<file path="config.mk">
export PLATFORM = sky130hd
export DESIGN_NAME = demo_sequencer
export DESIGN_NICKNAME = d
export VERILOG_FILES = /design/src/rtl/demo_pkg.sv /design/src/rtl/demo_fade_scaler.sv /design/src/rtl/demo_sequencer.sv
export SDC_FILE = /design/constraint.sdc
export NUM_CORES = 1
export LEC_CHECK = 0
export BUFFER_PORTS_ARGS = -buffer_cell sky130_fd_sc_hd__buf_2
export CELL_PAD_IN_SITES_DETAIL_PLACEMENT = 0
export CELL_PAD_IN_SITES_GLOBAL_PLACEMENT = 2
export CORE_ASPECT_RATIO = 1.75
export CORE_UTILIZATION = 33
export CTS_BUF_LIST = sky130_fd_sc_hd__clkbuf_16
export DETAILED_ROUTE_END_ITERATION = 6
export GPL_TIMING_DRIVEN = 0
export PLACE_DENSITY = 0.84
export SLEW_MARGIN = 15
export SYNTH_ARGS = -nofsm -noshare
export SYNTH_HDL_FRONTEND = slang
export SYNTH_HIERARCHICAL = 1
export SYNTH_SLANG_ARGS = --single-unit
</file>
<file path="constraint.sdc">
create_clock -name video_clk_pix -period 6.4 [get_ports video_clk_pix]
set_input_delay 0 -clock video_clk_pix [delete_from_list [all_inputs] [get_ports video_clk_pix]]
set_output_delay 0 -clock video_clk_pix [all_outputs]
set_load 0.1 [all_outputs]
</file>
<file path="src/rtl/demo_pkg.sv">
// Shared types and width helpers for the demo sequencer.
package demo_pkg;

    typedef enum logic [1:0] {SHOW, FADE_OUT, SWAP, FADE_IN} demo_state_t;

    // Fade level spans 0..2**fade_log2 inclusive.
    function automatic int unsigned level_w(input int unsigned fade_log2);
        return fade_log2 + 1;
    endfunction

    // Counter/index width, never below one bit.
    function automatic int unsigned idx_w(input int unsigned n);
        return (n <= 2) ? 1 : $clog2(n);
    endfunction

endpackage

</file>
<file path="src/rtl/demo_fade_scaler.sv">
// One colour channel: registered multiply by fade level and shift, blanked outside active video.
module demo_fade_scaler
    import demo_pkg::*;
#(
    parameter int unsigned COLSPC    = 10,
    parameter int unsigned FADE_LOG2 = 4
) (
    input  logic                          clk,
    input  logic                          rst,
    input  logic                          video_enable,
    input  logic [COLSPC-1:0]             pixel,
    input  logic [level_w(FADE_LOG2)-1:0] level,
    output logic [COLSPC-1:0]             scaled
);

    localparam int unsigned PW = COLSPC + FADE_LOG2 + 1;

    logic [PW-1:0] product;

    assign product = PW'(pixel) * PW'(level);

    always_ff @(posedge clk or posedge rst) begin
        if (rst) begin
            scaled <= '0;
        end else begin
            scaled <= video_enable ? COLSPC'(product >> FADE_LOG2) : '0;
        end
    end

endmodule

</file>
<file path="src/rtl/demo_sequencer.sv">
// Frame-synchronous demo scheduler: dwell, fade out, swap source on a frame boundary, fade in.
module demo_sequencer
    import demo_pkg::*;
#(
    parameter int unsigned NUM_DEMOS    = 4,
    parameter int unsigned COLSPC       = 10,
    parameter int unsigned DWELL_FRAMES = 600,
    parameter int unsigned FADE_LOG2    = 4
) (
    input  logic                           video_clk_pix,
    input  logic                           reset,
    input  logic                           video_enable,
    input  logic                           frame_start,
    input  logic                           auto_enable,
    input  logic                           btn_next,
    input  logic                           btn_prev,
    input  logic [NUM_DEMOS*COLSPC-1:0]    src_red,
    input  logic [NUM_DEMOS*COLSPC-1:0]    src_green,
    input  logic [NUM_DEMOS*COLSPC-1:0]    src_blue,
    output logic [COLSPC-1:0]              red,
    output logic [COLSPC-1:0]              green,
    output logic [COLSPC-1:0]              blue,
    output logic [$clog2(NUM_DEMOS)-1:0]   demo_sel,
    output logic                           busy
);

    localparam int unsigned LW = level_w(FADE_LOG2);
    localparam int unsigned IW = $clog2(NUM_DEMOS);
    localparam int unsigned DW = idx_w(DWELL_FRAMES);
    localparam logic [LW-1:0] FULL       = LW'(2 ** FADE_LOG2);
    localparam logic [DW-1:0] DWELL_LAST = DW'(DWELL_FRAMES - 1);
    localparam logic [IW-1:0] LAST_DEMO  = IW'(NUM_DEMOS - 1);

    demo_state_t   state, state_n;
    logic [LW-1:0] level, level_n;
    logic [IW-1:0] sel_n;
    logic [DW-1:0] dwell, dwell_n;
    logic          pending, pending_n;
    logic          pending_dir, dir_n;   // 1 = previous demo
    logic          busy_n;
    logic          req, pend_eff, prev_eff;

    logic [COLSPC-1:0] pix_r, pix_g, pix_b;

    always_ff @(posedge video_clk_pix or posedge reset) begin
        if (reset) begin
            state       <= SHOW;
            level       <= FULL;
            demo_sel    <= '0;
            dwell       <= '0;
            pending     <= 1'b0;
            pending_dir <= 1'b0;
            busy        <= 1'b0;
        end else begin
            state       <= state_n;
            level       <= level_n;
            demo_sel    <= sel_n;
            dwell       <= dwell_n;
            pending     <= pending_n;
            pending_dir <= dir_n;
            busy        <= busy_n;
        end
    end

    // Simultaneous next+prev cancel; a request on a frame_start cycle is honoured by it.
    always_comb begin
        req       = btn_next ^ btn_prev;
        pend_eff  = pending | req;
        prev_eff  = req ? btn_prev : pending_dir;
        state_n   = state;
        level_n   = level;
        sel_n     = demo_sel;
        dwell_n   = dwell;
        pending_n = pending;
        dir_n     = pending_dir;
        if (req) begin
            pending_n = 1'b1;
            dir_n     = btn_prev;
        end
        if (frame_start) begin
            case (state)
                SHOW: begin
                    if (pend_eff || (auto_enable && (dwell == DWELL_LAST))) begin
                        state_n = FADE_OUT;
                        level_n = FULL - LW'(1);
                        dwell_n = '0;
                    end else if (dwell != DWELL_LAST) begin
                        dwell_n = dwell + DW'(1);
                    end
                end
                FADE_OUT: begin
                    level_n = level - LW'(1);
                    if (level == LW'(1)) state_n = SWAP;
                end
                SWAP: begin
                    state_n   = FADE_IN;
                    level_n   = LW'(1);
                    pending_n = 1'b0;
                    if (pend_eff && prev_eff) begin
                        sel_n = (demo_sel == '0) ? LAST_DEMO : demo_sel - IW'(1);
                    end else begin
                        sel_n = (demo_sel == LAST_DEMO) ? '0 : demo_sel + IW'(1);
                    end
                end
                FADE_IN: begin
                    level_n = level + LW'(1);
                    if (level == FULL - LW'(1)) begin
                        state_n = SHOW;
                        dwell_n = '0;
                    end
                end
                default: state_n = SHOW;
            endcase
        end
        busy_n = (state_n != SHOW);
    end

    // Source mux for the currently selected demo.
    always_comb begin
        pix_r = '0;
        pix_g = '0;
        pix_b = '0;
        for (int i = 0; i < NUM_DEMOS; i++) begin
            if (demo_sel == IW'(i)) begin
                pix_r = src_red[i*COLSPC +: COLSPC];
                pix_g = src_green[i*COLSPC +: COLSPC];
                pix_b = src_blue[i*COLSPC +: COLSPC];
            end
        end
    end

    demo_fade_scaler #(.COLSPC(COLSPC), .FADE_LOG2(FADE_LOG2)) u_scale_r (
        .clk(video_clk_pix), .rst(reset), .video_enable(video_enable),
        .pixel(pix_r), .level(level), .scaled(red)
    );

    demo_fade_scaler #(.COLSPC(COLSPC), .FADE_LOG2(FADE_LOG2)) u_scale_g (
        .clk(video_clk_pix), .rst(reset), .video_enable(video_enable),
        .pixel(pix_g), .level(level), .scaled(green)
    );

    demo_fade_scaler #(.COLSPC(COLSPC), .FADE_LOG2(FADE_LOG2)) u_scale_b (
        .clk(video_clk_pix), .rst(reset), .video_enable(video_enable),
        .pixel(pix_b), .level(level), .scaled(blue)
    );

endmodule

</file>
# Word level (Yosys, flattened, before mapping)

Cells that the tools add are included.

Input port bits: 127
Register bits: 52
Output and inout bits: 33
Logic and storage cells: 76

Bitwise logic cells: 2
Muxes and demuxes: 33
$add $sub $neg: 5
Reduce and logical (&&, ||, !) cells: 10
Equal/unequal tests: 13
$mul: 3

Operator list:

| kind                    | number |
|---|---|
| $mux W10                | 18 |
| $mul A10 B5 Y14         | 3 |
| $pmux W10 S2            | 1 |
| $pmux W5 S4             | 1 |
| $mux W2                 | 7 |
| $add A10 B1 Y10 const B | 1 |
| $eq A10 B10 Y1 const B  | 1 |
| $ne A10 B10 Y1 const B  | 1 |
| $eq A2 B2 Y1 const B    | 4 |
| $pmux W2 S4             | 1 |
| $add A5 B1 Y5 const B   | 1 |
| $eq A5 B1 Y1 const B    | 1 |
| $eq A5 B4 Y1 const B    | 1 |
| $mux W5                 | 1 |
| $sub A5 B1 Y5 const B   | 1 |
| $eq A2 B1 Y1 const B    | 2 |
| $logic_not A2 Y1        | 2 |
| $mux W1                 | 4 |
| $ne A2 B2 Y1 const B    | 2 |
| $reduce_and A2 Y1       | 2 |
| $reduce_and A4 Y1       | 1 |
| $reduce_bool A2 Y1      | 2 |
| $ne A3 B3 Y1 const B    | 1 |
| $add A2 B1 Y2 const B   | 1 |
| other kinds (5)         | 6 |

# Longest topological paths before layout

Word-level depth: 7
Gate-level depth with buffers: 22
Gate-level depth less buffers: 20

# By module

The synthesis kept the hierarchy.

By module, submodules not included:

| module                        | instances | cells an instance | area each (um^2) |
|---|---|---|---|
| demo_sequencer                | 1         | 341               | 2324.7 |
| demo_fade_scaler at u_scale_r | 1         | 193               | 1762.9 |
| demo_fade_scaler at u_scale_g | 1         | 193               | 1750.4 |
| demo_fade_scaler at u_scale_b | 1         | 192               | 1732.9 |

# Worst setup path after synthesis

OpenSTA, ideal clock, no wires.

Path type: reg-to-reg
From: reg demo_sel[1]
To: reg u_scale_r.scaled[9]
Clock period less this slack: 5708 ps
Stages on the path, launching flop included: 22
Data required time: 6271 ps
Data arrival time: 5579 ps
Slack: 692 ps
Path through: dfrtp_1 > inv_1 > ha_1 > nor2b_1 > clkbuf_1 > clkbuf_1 > a22oi_1 > nor2_1 > a21oi_1 > o21ai_0 > and2_1 > fa_1 > fa_1 > inv_1 > fa_1 > inv_1 > ha_1 > and2_4 > a221o_1 > a22oi_4 > a211o_1 > o211ai_2

Longest elaborated chain between the ends: 7

RTL lines:

| item                   | line                   | RTL |
|---|---|---|
| from (decl)            | demo_sequencer.sv:23   | `output logic [$clog2(NUM_DEMOS)-1:0] demo_sel,` |
| from (signal assigned) | demo_sequencer.sv:57   | `demo_sel <= sel_n;` |
| $logic_not A2 Y1       | demo_sequencer.sv:124  | `if (demo_sel == IW'(i)) begin` |
| $mux W10 (3 in series) | demo_sequencer.sv:124  |  |
| $mux W10 (*)           | demo_sequencer.sv:124  |  |
| net pix_r[7]           | demo_sequencer.sv:43   | `logic [COLSPC-1:0] pix_r, pix_g, pix_b;` |
| $mul A10 B5 Y14 (*)    | demo_fade_scaler.sv:20 | `assign product = PW'(pixel) * PW'(level);` |
| $mux W10 (*)           | demo_fade_scaler.sv:26 | `scaled <= video_enable ? COLSPC'(product >> FADE_LOG2) : '0;` |
| to (signal assigned)   | demo_fade_scaler.sv:26 |  |
| to (decl)              | demo_fade_scaler.sv:13 | `output logic [COLSPC-1:0] scaled` |

Mark *: on every way through the listed nets, which the timed path passes. The rest lies on a longest branch.
A chain may end at the register's enable or synchronous reset.

# Worst setup path in the final report

From: reg demo_sel[0]
To: reg u_scale_r.scaled[8]

Same word-level chain as after synthesis.

==> impl_metrics.json <==
{
  "io_pins": 160,
  "yosys-top-cells-area": "fa_1 17%, dfrtp_1 17%, ha_1 12%, and2_1 6.6%, inv_1 5.9%",
  "start_kind": "flop",
  "worst_skew_pair.late_latency_ps": 320,
  "drt-met1-wl_mm": 8.44,
  "finalWorstSetupSlack_ps": 509,
  "hpwl_mm": 17.6,
  "required_ps": 6630,
  "post-place-ws_ps": 133,
  "rrSetupSlack_ps": 510,
  "finalSetupTns_ps": 0,
  "slew_viol_final": 0,
  "rsz0062_at_grt": "false",
  "ant_nets": 0,
  "antenna_found_initial": 2,
  "r2r_start": "demo_sel[0]$_DFFE_PP0P_",
  "grt_max_degree": 37,
  "wl_met2_mm": 12.0,
  "setup_viol": 0,
  "fp.dieW_um": 117,
  "totalWireLength_mm": 21.8,
  "critical_path_class": "reg -> reg",
  "relSlewSlack_pct": 26.6,
  "grt.total_usage_pct": 19.7,
  "grt-ovfl-total": 0,
  "cap_violations": 0,
  "status": "finished, final reports clean",
  "grt_pass1_wl_mm": 35.6,
  "synth.distinct_cells": 75,
  "fin_crit_sh_pct": 92.1,
  "synth-seq-cells": 52,
  "areaGrowthSynthToFinish_pct": 17.6,
  "rr_endpoint": "u_scale_r/scaled[8]$_DFF_PP0_",
  "dr.max_layer_used": "met5",
  "crit_chain": "inv_1 -> ha_1 -> nor2b_1 -> clkbuf_1 -> clkbuf_2 -> a22oi_1 -> nor2_1 -> a21oi_1 -> o21ai_0 -> and2_1 -> fa_1 -> fa_1 -> inv_1 -> fa_1 -> inv_1 -> ha_1 -> and2_4 -> a221o_1 -> a22oi_4 -> nand3_1 -> a21oi_1",
  "skew_ps": 13.3,
  "synth.most_common_cell": "inv_1",
  "fp.dieH_um": 202,
  "hold_start": "btn_prev",
  "slowest_delay_ps": 550,
  "synth_cells": 919,
  "clock-sinks": 52,
  "synth_commonest_cells": "120 x inv_1, 112 x nand2_1, 80 x and2_1",
  "arrival_ps": 6120,
  "drc": 0,
  "vias": 6757,
  "nNetsFinal": 1352,
  "post_dp_cell_area_sq_um": 8740,
  "critical-path-slowest-cell": "fa_1",
  "coreArea_sq_um": 22700,
  "clockBufferDepth": 2,
  "worst_pin_slew_ps": 1100,
  "postSynthAreaPerCell_sq_um": 8.24,
  "synth_top_cell_area_share_pct": 17.5,
  "r2r_cells": 21,
  "initial_core_util_pct": 33.4,
  "synth_warnings": 6,
  "wl_per_cell_um": 15.7,
  "synth_edf_count": 0,
  "netlist_area_sq_um": 7570,
  "rows": 73,
  "finalHoldViolations": 0,
  "synth_seq_area_share_pct": 17.2,
  "async_reset_ff_share_pct": 100,
  "drive_above_1_share_pct": 20.3,
  "whs_path_depth": 2,
  "grt_pass1_vias": 7154,
  "viasPerCell": 4.87,
  "synth_flop_cell": "dfrtp_1",
  "fin_crit_ps": 5890,
  "cts_tree": "yes",
  "root_buffer": "clkbuf_16",
  "layout.cells.non_filler": 1387,
  "gp_congestion": 0.804,
  "port_buffers": 158,
  "dr.pass1.iters": 5,
  "clk_pin_slew_ps": 90,
  "drtIter0Drc": 246,
  "design_area_sq_um": 8910,
  "ctsHtreeMaxLevel": 2,
  "yosysTopAreaCell": "fa_1",
  "fmax_mhz": 170,
  "holdPathEnd": "pending_dir$_DFF_PP0_",
  "end_kind": "flop",
  "critPathMaxFanout": 10,
  "dr_wl_met3_um": 723,
  "hp-class": "in -> reg",
  "die_area_sq_um": 23600,
  "synth.net_count": 1186,
  "numCtsBuffers": 5,
  "post-place-cells": 1377
}
[state kept, by name, summed over array words and instances, names as in the netlist]
register and flops:
dwell 10, u_scale_b/scaled 10, u_scale_g/scaled 10, u_scale_r/scaled 10, level 5, demo_sel 2
state 2, busy 1, pending 1, pending_dir 1
[stage by stage]
step	util, %	hold WS [ps]
global placement	38.6	79.0
floorplan	-	-160
global route	39.3	54.1
detailed placement	38.6	84.1
CTS	39.3	24.6
finish	39.3	47.1
[layout make-up]
type	count	area (sq um)
antenna	1	2.50
buffer	29	128
clock buffer	5	125
clock inverter	3	28.8
fill	2502	13700
inverter	121	454
multi-input combinational	717	5690
sequential	52	1300
tap	300	375
timing repair buffer	159	801
[kinds of logic after synthesis]
logic type,count (synthesis),synth area share [%]
and+or+nand+nor,349,24.0
AOI/OAI and AO/OA,203,18.1
buffers and inverters,150,7.67
adders and majority gates,141,29.8
DFF,52,17.2
xor gates and xnor gates,20,2.68
muxes,4,0.529
[layer usage]
layer,up-vias,global-route usage [%]
li1,3406,-
met1,3207,21.4
met2,119,37.6
met3,23,2.13
met4,2,7.46
met5,-,0
[critical path, delay by kind of cell (launching register included)]
family                     cells  cell delay, ps
DFF                            1             430
AOI/OAI and AO/OA              6            1470
buffers and inverters          5            1040
adders and majority gates      5            2050
and+or+nand+nor                5             820
[worst max path at each step]
stage / start / endpoint / slack [ps] / depth (start not counted)
floorplan: demo_sel[1]$_DFFE_PP0P_ / u_scale_r/scaled[9]$_DFF_PP0_ / 690 / 21
finish: demo_sel[0]$_DFFE_PP0P_ / u_scale_r/scaled[8]$_DFF_PP0_ / 510 / 21
global route: demo_sel[0]$_DFFE_PP0P_ / u_scale_r/scaled[8]$_DFF_PP0_ / 10 / 21
detailed placement: demo_sel[0]$_DFFE_PP0P_ / u_scale_r/scaled[7]$_DFF_PP0_ / 130 / 21
CTS: demo_sel[0]$_DFFE_PP0P_ / u_scale_r/scaled[7]$_DFF_PP0_ / 100 / 21
global placement: demo_sel[0]$_DFFE_PP0P_ / u_scale_r/scaled[7]$_DFF_PP0_ / 170 / 20
[what timing repair did]
| action | in CTS | in global routing |
|---|---|---|
| gates resized for setup | 0 | 6 |
| hold endpoints to repair | 51 | 0 |
| buffers inserted | 0 | 0 |
| setup endpoints to repair | 0 | 9 |
| hold buffers | 1 | 0 |
[layout by cell type (no fill, tap or decap), types with 5 or more instances in the layout]
| master | Yosys | final |
|---|---|---|
| buf_2 | 1 | 159 |
| clkbuf_16 | 0 | 5 |
| nor3_1 | 10 | 10 |
| a21o_1 | 10 | 10 |
| o21ai_0 | 48 | 44 |
| nand3_1 | 17 | 17 |
| o21ai_1 | 2 | 6 |
| a21oi_1 | 57 | 57 |
| and2_2 | 16 | 16 |
| and2_1 | 80 | 80 |
| inv_1 | 120 | 120 |
| nor3b_1 | 7 | 7 |
| nand4_2 | 6 | 6 |
| nand2_1 | 112 | 112 |
| a211oi_1 | 5 | 5 |
| fa_1 | 66 | 66 |
| a22oi_1 | 30 | 30 |
| nand2b_1 | 8 | 8 |
| dfrtp_1 | 51 | 50 |
| xnor2_1 | 10 | 10 |
| nor2b_1 | 7 | 7 |
| clkbuf_1 | 23 | 22 |
| ha_1 | 74 | 74 |
| xor2_1 | 8 | 8 |
| nor2_1 | 60 | 60 |
Power is left out: the tool's default activity adds up to more than one toggle a clock period on the data nets, which glitch-free logic cannot reach.
